## config.mk

```make
export PLATFORM = sky130hd
export DESIGN_NAME = fnd_scan_controller_flat
export DESIGN_NICKNAME = d
export VERILOG_FILES = /design/src/rtl/fnd_pkg.sv /design/src/rtl/fnd_scan_controller_if.sv /design/src/rtl/fnd_scan_controller_conv.sv /design/src/rtl/fnd_scan_controller.sv /design/src/flat_wrapper.sv
export SDC_FILE = /design/constraint.sdc
export NUM_CORES = 1
export LEC_CHECK = 0
export ABC_AREA = 1
export CAP_MARGIN = 20
export CORE_MARGIN = 2
export CORE_UTILIZATION = 49
export DETAILED_ROUTE_END_ITERATION = 16
export PLACE_DENSITY_LB_ADDON = 0.25
export SYNTH_ARGS = -nofsm -noshare
export SYNTH_HDL_FRONTEND = slang
export SYNTH_SLANG_ARGS = --single-unit
```

## constraint.sdc

```tcl
create_clock -name i_clk -period 1.4 [get_ports i_clk]
set_input_delay 0.21 -clock i_clk [delete_from_list [all_inputs] [get_ports i_clk]]
set_output_delay 0.21 -clock i_clk [all_outputs]
set_load 0.05 [all_outputs]
```

## src/rtl/fnd_pkg.sv

```systemverilog
// Shared constants and types for the FND scan display path.
package fnd_pkg;
    localparam int FND_DIGITS = 4;
    localparam int BCD_W      = 4;
    localparam int BIN_W      = 14;
    localparam int MAX_VALUE  = 9999;
    localparam int DISP_W     = FND_DIGITS * BCD_W;
    localparam int ITER_W     = 4;

    typedef enum logic [1:0] {
        IDLE  = 2'd0,
        SHIFT = 2'd1,
        DONE  = 2'd2
    } conv_state_t;

    // Values above 9999 cannot be shown on four digits, so they saturate.
    function automatic logic [BIN_W-1:0] clamp_value(input logic [BIN_W-1:0] v);
        return (v > BIN_W'(MAX_VALUE)) ? BIN_W'(MAX_VALUE) : v;
    endfunction
endpackage

```

## src/rtl/fnd_scan_controller_if.sv

```systemverilog
// Application-side bundle of the FND scan controller.
interface fnd_scan_controller_if;
    import fnd_pkg::*;

    // i_load is a one-cycle strobe taken only while o_busy is low; strobes seen
    // while o_busy is high are dropped, never queued.
    logic [BIN_W-1:0] i_value;
    logic             i_load;
    logic             i_en;
    logic             i_blank_lz;
    logic [1:0]       o_digit_sel;
    logic [BCD_W-1:0] o_value;
    logic             o_fnd_en;
    logic             o_busy;
    logic             o_ovf;
    conv_state_t      conv_state;

    modport master (
        output i_value, i_load, i_en, i_blank_lz,
        input  o_digit_sel, o_value, o_fnd_en, o_busy, o_ovf, conv_state
    );

    modport slave (
        input  i_value, i_load, i_en, i_blank_lz,
        output o_digit_sel, o_value, o_fnd_en, o_busy, o_ovf, conv_state
    );
endinterface

```

## src/rtl/fnd_scan_controller_conv.sv

```systemverilog
// bin2bcd_seq: sequential double-dabble, one bit per cycle, 14 iterations.
module bin2bcd_seq
    import fnd_pkg::*;
(
    input  logic              clk,
    input  logic              reset,
    input  logic              start,
    input  logic [BIN_W-1:0]  bin_in,
    output logic              busy,
    output logic              done,
    output logic [DISP_W-1:0] bcd,
    output conv_state_t       state
);
    conv_state_t       state_q, state_d;
    logic [BIN_W-1:0]  bin_q, bin_d;
    logic [DISP_W-1:0] bcd_q, bcd_d, adj;
    logic [ITER_W-1:0] iter_q, iter_d;

    always_ff @(posedge clk) begin
        if (reset) begin
            state_q <= IDLE;
            bin_q   <= '0;
            bcd_q   <= '0;
            iter_q  <= '0;
        end else begin
            state_q <= state_d;
            bin_q   <= bin_d;
            bcd_q   <= bcd_d;
            iter_q  <= iter_d;
        end
    end

    always_comb begin
        state_d = state_q;
        bin_d   = bin_q;
        bcd_d   = bcd_q;
        iter_d  = iter_q;
        adj     = bcd_q;
        for (int k = 0; k < FND_DIGITS; k++) begin
            if (bcd_q[k*BCD_W +: BCD_W] >= 4'd5)
                adj[k*BCD_W +: BCD_W] = bcd_q[k*BCD_W +: BCD_W] + 4'd3;
        end
        unique case (state_q)
            IDLE: begin
                if (start) begin
                    bin_d   = bin_in;
                    bcd_d   = '0;
                    iter_d  = '0;
                    state_d = SHIFT;
                end
            end
            SHIFT: begin
                {bcd_d, bin_d} = {adj, bin_q} << 1;
                iter_d = iter_q + 1'b1;
                if (iter_q == ITER_W'(BIN_W - 1)) state_d = DONE;
            end
            DONE:    state_d = IDLE;
            default: state_d = IDLE;
        endcase
    end

    assign busy  = (state_q != IDLE);
    assign done  = (state_q == DONE);
    assign bcd   = bcd_q;
    assign state = state_q;
endmodule

```

## src/rtl/fnd_scan_controller.sv

```systemverilog
// Top: display register, refresh divider, digit mux and leading-zero blanking.
module fnd_scan_controller
    import fnd_pkg::*;
#(
    parameter int SCAN_DIV = 100_000
) (
    input logic                  i_clk,
    input logic                  i_reset,
    fnd_scan_controller_if.slave bus
);
    localparam int CNT_W = $clog2(SCAN_DIV);

    logic                  busy, done, load_ok, upper_zero, ovf_q;
    logic [BIN_W-1:0]      clamped;
    logic [DISP_W-1:0]     result, disp_q;
    logic [CNT_W-1:0]      cnt_q;
    logic [1:0]            sel_q;
    logic [FND_DIGITS-1:0] blank;
    conv_state_t           conv_state;

    assign clamped = clamp_value(bus.i_value);
    assign load_ok = bus.i_load & ~busy;

    bin2bcd_seq u_conv (
        .clk    (i_clk),
        .reset  (i_reset),
        .start  (bus.i_load),
        .bin_in (clamped),
        .busy   (busy),
        .done   (done),
        .bcd    (result),
        .state  (conv_state)
    );

    // The display only ever changes on DONE, so a reset mid-conversion leaves 0000.
    always_ff @(posedge i_clk) begin
        if (i_reset) begin
            disp_q <= '0;
            ovf_q  <= 1'b0;
        end else begin
            if (done)    disp_q <= result;
            if (load_ok) ovf_q  <= (bus.i_value > BIN_W'(MAX_VALUE));
        end
    end

    always_ff @(posedge i_clk) begin
        if (i_reset) begin
            cnt_q <= '0;
            sel_q <= '0;
        end else if (cnt_q == CNT_W'(SCAN_DIV - 1)) begin
            cnt_q <= '0;
            sel_q <= sel_q + 1'b1;
        end else begin
            cnt_q <= cnt_q + 1'b1;
        end
    end

    // A digit is blank only if it and every more significant digit are zero.
    always_comb begin
        blank      = '0;
        upper_zero = 1'b1;
        for (int k = FND_DIGITS - 1; k > 0; k--) begin
            upper_zero = upper_zero & (disp_q[k*BCD_W +: BCD_W] == 4'd0);
            blank[k]   = bus.i_blank_lz & upper_zero;
        end
    end

    assign bus.o_digit_sel = sel_q;
    assign bus.o_value     = disp_q[{sel_q, 2'b00} +: BCD_W];
    assign bus.o_fnd_en    = bus.i_en & ~blank[sel_q] & ~i_reset;
    assign bus.o_busy      = busy;
    assign bus.o_ovf       = ovf_q;
    assign bus.conv_state  = conv_state;
endmodule

```

## src/flat_wrapper.sv

```systemverilog
// flat-port wrapper written by rule: the top's interface ports become plain ports
module fnd_scan_controller_flat import fnd_pkg::*;
#(
    parameter int SCAN_DIV = 100_000
)
  (i_clk, i_reset, bus_i_value, bus_i_load, bus_i_en, bus_i_blank_lz, bus_o_digit_sel, bus_o_value, bus_o_fnd_en, bus_o_busy, bus_o_ovf, bus_conv_state);
  fnd_scan_controller_if bus_i ();
  input logic i_clk;
  input logic i_reset;
  input wire logic [$bits(bus_i.i_value)-1:0] bus_i_value;
  input wire logic [$bits(bus_i.i_load)-1:0] bus_i_load;
  input wire logic [$bits(bus_i.i_en)-1:0] bus_i_en;
  input wire logic [$bits(bus_i.i_blank_lz)-1:0] bus_i_blank_lz;
  output wire logic [$bits(bus_i.o_digit_sel)-1:0] bus_o_digit_sel;
  output wire logic [$bits(bus_i.o_value)-1:0] bus_o_value;
  output wire logic [$bits(bus_i.o_fnd_en)-1:0] bus_o_fnd_en;
  output wire logic [$bits(bus_i.o_busy)-1:0] bus_o_busy;
  output wire logic [$bits(bus_i.o_ovf)-1:0] bus_o_ovf;
  output wire logic [$bits(bus_i.conv_state)-1:0] bus_conv_state;
  assign bus_i.i_value = bus_i_value;
  assign bus_i.i_load = bus_i_load;
  assign bus_i.i_en = bus_i_en;
  assign bus_i.i_blank_lz = bus_i_blank_lz;
  assign bus_o_digit_sel = bus_i.o_digit_sel;
  assign bus_o_value = bus_i.o_value;
  assign bus_o_fnd_en = bus_i.o_fnd_en;
  assign bus_o_busy = bus_i.o_busy;
  assign bus_o_ovf = bus_i.o_ovf;
  assign bus_conv_state = bus_i.conv_state;
  fnd_scan_controller #(.SCAN_DIV(SCAN_DIV)) u_core (.i_clk(i_clk), .i_reset(i_reset), .bus(bus_i));
endmodule
```

Yosys cells after proc, flatten, opt, wreduce, memory -nomap -nowiden --
Cells that the tools add are included.
Cells by class: $add $sub $neg 7, order comparisons 6, equal/unequal tests 6, shift-type cells 1, muxes and demuxes 16, bitwise gates (word level) 11, reductions and logical operators 9
Operator list (count):
- 16-bit case mux with 2 select lines | 1
- 14-bit two-way mux | 2
- 14-bit case mux with 2 select lines | 1
- 17-bit by 1-bit adder with 17-bit output, second input constant | 1
- 17-bit equality test, second input constant | 1
- 4-bit by 3-bit >= comparator with 1-bit output, second input constant | 4
- 16-bit two-way mux | 1
- 4-bit two-way mux | 4
- 16-bit by 5-bit indexed part select with 4-bit output | 1
- 14-bit > comparator, second input constant | 1
- 4-bit by 2-bit adder with 4-bit output, second input constant | 3
- 4-bit zero test | 3
- 1-bit AND | 8
- 4-bit case mux with 2 select lines | 1
- 4-bit by 1-bit adder with 4-bit output, second input constant | 1
- 4-bit equality test, second input constant | 1
- 2-bit two-way mux | 2
- 2-bit inequality test, second input constant | 2
- 2-bit case mux with 2 select lines | 1
- 2-bit AND reduction | 2
- 2-bit nonzero test | 2
- 3-bit by 2-bit adder with 3-bit output, second input constant | 1
- 2-bit by 3-bit less-than comparator with 1-bit output, second input constant | 1
- 3-bit two-way mux | 1
- 8 further kinds | 10
Word-level totals: bits in registers 72, bits of input ports 19, output and inout port bits 11, logic and storage cells 64

Logic depth before layout (Yosys ltp) --
word-level depth 9, mapped depth 9, gate-level depth less buffers 9

By module --
A second synthesis with hierarchy kept.
Unflattened totals: cells, all modules 552, area total of the unflattened synthesis 3757.4 um^2
Modules (own cells, without submodules):
- bin2bcd_seq | times used 1, cells each 272, area an instance 1941.9 um^2, seq. area each 720.7 um^2
- fnd_scan_controller | times used 1, cells each 280, area an instance 1815.5 um^2, seq. area each 720.7 um^2

Worst setup path before layout --
No wires, ideal clock.
kind register -> output, start register u_core.sel_q[0], in the netlist u_core.bus.o_digit_sel[0], end output port bus_o_value[2], arrival time 2.215 ns, data required time 1.190 ns, slack -1.025 ns, cell stages (with the launch flop) 4, buffers on the path 1, path through dfxtp_1 buf_2 nor2_1 o32ai_1
Between the ends: longest elaborated chain between the ends 1
Ends and longest elaborated chain:
- from (decl) | RTL line fnd_scan_controller.sv:17 | logic [1:0] sel_q;
- from (signal assigned) | RTL line fnd_scan_controller.sv:52 | sel_q <= sel_q + 1'b1;
- 16-bit by 5-bit indexed part select with 4-bit output | RTL line fnd_scan_controller.sv:69 | assign bus.o_value = disp_q[{sel_q, 2'b00} +: BCD_W];
- to (decl) | RTL line flat_wrapper.sv:15 | output wire logic [$bits(bus_i.o_value)-1:0] bus_o_value;
No other way between the ends.

Worst setup path in the final report --
Ends and elaborated chain as after synthesis.

==> impl_metrics.json <==
{
  "die_h_microns": 88.4,
  "p_comb_share_pct": 10.7,
  "powerDensity_mw_per_mm2": 918,
  "worstPathArrival_ns": 1.46,
  "yosys_warnings": 0,
  "cp.required_ns": 1.19,
  "clk_pin_slew_worst_paths_ns": 0.07,
  "areaGrowthSynthToFinish_pct": 37.3,
  "drc": 0,
  "fp.dieW_microns": 88.4,
  "synth_mux_area_share_pct": 0,
  "vias_per_cell": 5.23,
  "end_kind": "output port",
  "min_path_type": "reg -> reg",
  "worst-path-max-fanout": 5,
  "synth_top_family_by_area": "simple AND/OR/NAND/NOR gates",
  "cts_tree": "built",
  "hold_viol": 0,
  "io_pins": 30,
  "grt_setup_unrepaired": "true",
  "ys_types": 33,
  "drt_pass1_iterations": 4,
  "drtIter0Drc": 157,
  "antenna_found_initial": 0,
  "ir_drop_mv": 0.813,
  "num_vias": 3396,
  "synth_compound_area_share_pct": 18.3,
  "p_int_mw": 3.37,
  "rows": 30,
  "insertedDiodeCount": 0,
  "min_period_ns": 1.67,
  "ant_nets": 0,
  "final_cells": 649,
  "worst_pin_slew_ns": 0.400,
  "fin_crit_sh_pct": 119,
  "tns_ns": -1.04,
  "crit_path_top_delay_cell": "dfxtp_4",
  "start_util_pct": 51.1,
  "cts.path.max_buffers": 2,
  "violations": "setup timing",
  "cts-root-buf": "clkbuf_8",
  "port_buffers": 29,
  "syn-mean-instance-area_sq_um": 7.33,
  "nNetsFinal": 578,
  "syn_inst": 476,
  "critPathKind": "reg -> out",
  "cts.sinks": 72,
  "fillCellCount": 557,
  "worstPathCellList": "inv_8 -> nor2_4 -> buf_6 -> o32ai_4 -> buf_12",
  "timing.fmax_mhz": 600,
  "seq_power_share_pct": 48.4,
  "cts.htree.levels": 3,
  "setup_viol": 6,
  "grt_pass1_wl_microns": 14600,
  "drive_gt1_share_pct": 27.1,
  "die_area_sq_mm": 0.00781,
  "maxSlewHeadroom_pct": 73.1,
  "swShare_pct": 23.4,
  "p_clk_share_pct": 40.9,
  "ys_seq_area_share_pct": 41.3,
  "power.leakage_nw": 1.84,
  "track_usage_pct": 23.7,
  "syn-num-nets": 506,
  "grt_pass1_vias": 3357,
  "max_cap_violations": 0,
  "setup_ws_ns": -0.265,
  "max_stage_delay_ns": 0.38,
  "grt_start_max_net_pins": 33,
  "hpwl_microns": 6080,
  "dp.cells": 624,
  "wl_microns": 8990,
  "gp_congestion": 0.844,
  "outcome": "finished, violations left",
  "synth_fa_ha_area_share_pct": 3.95,
  "grt.overflow.total": 0,
  "cts_made_buffers": 9,
  "mappedNetlistArea_sq_mm": 0.00349,
  "p_sw_mw": 1.03,
  "synth_xor_area_share_pct": 2.76,
  "ys_ff_latch": 72,
  "post_drt_wl_per_cell_microns": 13.9,
  "synth-simple-area-share_pct": 24.9,
  "clk_latency_ns": 0.34,
  "core_area_sq_mm": 0.00683,
  "fin_hold_ws_ns": 0.466,
  "skew_ns": 0.00743,
  "drv_slew": 0,
  "start_kind": "flop"
}
## sequential cells by signal, indices dropped and copies added, names as in the netlist
signal / cells
u_core.disp_q: 16
u_core.u_conv.state: 2
u_core.bus.o_ovf: 1
u_core.bus.o_digit_sel: 2
u_core.u_conv.bcd: 16
u_core.cnt_q: 17
u_core.u_conv.bin_q: 14
u_core.u_conv.iter_q: 4
## power groups by stage
stage               registers [mW]  logic, mW  clock network (mW)
detailed placement            2.17      0.451                   0
global route                  2.13      0.517                1.91
finish                        2.13      0.471                1.80
CTS                           2.13      0.461                1.82
global placement              2.17      0.443                   0
floorplan                     2.18      0.237                   0
## through the flow
step | power (mW) | worst slack [ns] | util, % | cell area, sq um
global route | 4.56 | -0.309 | 70.1 | 4790
detailed placement | 2.63 | -0.0884 | 62.9 | 4300
CTS | 4.41 | -0.248 | 67.5 | 4610
finish | 4.40 | -0.265 | 70.1 | 4790
floorplan | 2.42 | -0.0182 | - | 3580
global placement | 2.62 | -0.0611 | 62.9 | 4300
## cell usage in the layout, fill, tap and decap left out, types with 7 or more instances in the layout
cell type,netlist,final
nor2_4,3,9
ha_1,11,9
clkdlybuf4s50_1,0,18
buf_4,3,39
dfxtp_1,72,58
inv_2,7,7
clkbuf_8,0,10
o21ai_0,49,42
nor2_1,59,45
dfxtp_2,0,10
nor2_2,14,22
buf_12,1,12
nand3_1,24,24
xor2_1,11,11
nand2_2,3,8
inv_1,47,46
a21oi_1,38,38
nand2_1,77,70
## cell families after synthesis
logic type,count (synthesis)
buf+inv,71
xor+xnor,11
fa+ha+maj,11
flops,72
compound gates,116
simple gates,195
## worst paths after layout
path | start | to | slack, ns | depth (start not counted)
max | u_core.bus.o_digit_sel[0] | bus_o_value[2] | -0.27 | 5
min | u_core.u_conv.bin_q[8] | u_core.u_conv.bin_q[8] | 0.47 | 2
max reg2reg | u_core.cnt_q[0] | u_core.cnt_q[13] | -0.04 | 6
min reg2reg | u_core.u_conv.bin_q[8] | u_core.u_conv.bin_q[8] | 0.47 | 2
## worst max-delay path, delay by kind of cell, from the launching register on
family / cells / cell delay, ns
flip-flops: 1 / 0.38
buffers and inverters: 3 / 0.37
AO/OA/AOI/OAI: 1 / 0.32
AND/OR/NAND/NOR: 1 / 0.04
## synthesized netlist by cell type
cell	instances	share of area [%]
o21ai_0	49	7.0
inv_1	47	5.1
nor2_2	14	2.5
a21boi_0	4	0.86
buf_12	1	0.57
o22ai_1	9	1.6
a21oi_1	38	5.5
o221ai_1	1	0.25
inv_2	7	0.75
buf_2	6	0.86
nand4_1	6	1.1
a22oi_1	1	0.22
buf_4	3	0.65
nor3_1	5	0.72
buf_6	1	0.32
a31oi_1	1	0.18
o21ai_1	4	0.57
or2_0	1	0.18
nand3_1	24	3.4
o32ai_1	4	1.0
nand3_2	1	0.29
nand2_2	3	0.54
dfxtp_1	72	41
o211ai_1	5	1.1
nand2_4	1	0.32
xor2_1	11	2.8
nor4_1	1	0.18
nor2_1	59	6.3
ha_1	11	3.9
clkbuf_1	5	0.54
clkinv_1	1	0.11
nand2_1	77	8.3
nor2_4	3	0.97
## routing by layer
layer / wire (microns) / vias up / global-route usage, %
met3: 320 / 12 / 6.53
li1: - / 1721 / -
met5: 0 / - / 0
met2: 4760 / 63 / 42.8
met1: 3800 / 1600 / 27.7
met4: 104 / 0 / 6.06
## cell type report
class                   instances  area, sq um  share of cell area, %
flip-flops and latches         72         1470                   30.7
repair inverters                1         5.00                  0.105
multi-input cells             334         1980                   41.4
clock inverters                 3         65.1                   1.36
clock buffers                  13          149                   3.11
well taps                      96          120                   2.51
inverters                      55          216                   4.52
repair buffers                 75          781                   16.3
## repair_timing
| item | CTS | global route |
|---|---|---|
| pin swaps | 3 | 9 |
| resized for setup | 21 | 48 |
| cloned | 2 | 0 |
| hold buffers | 0 | 0 |
| setup endpoints to repair | 24 | 33 |
| setup buffers | 3 | 4 |
Note: power is estimated with default switching activity, not from simulation.
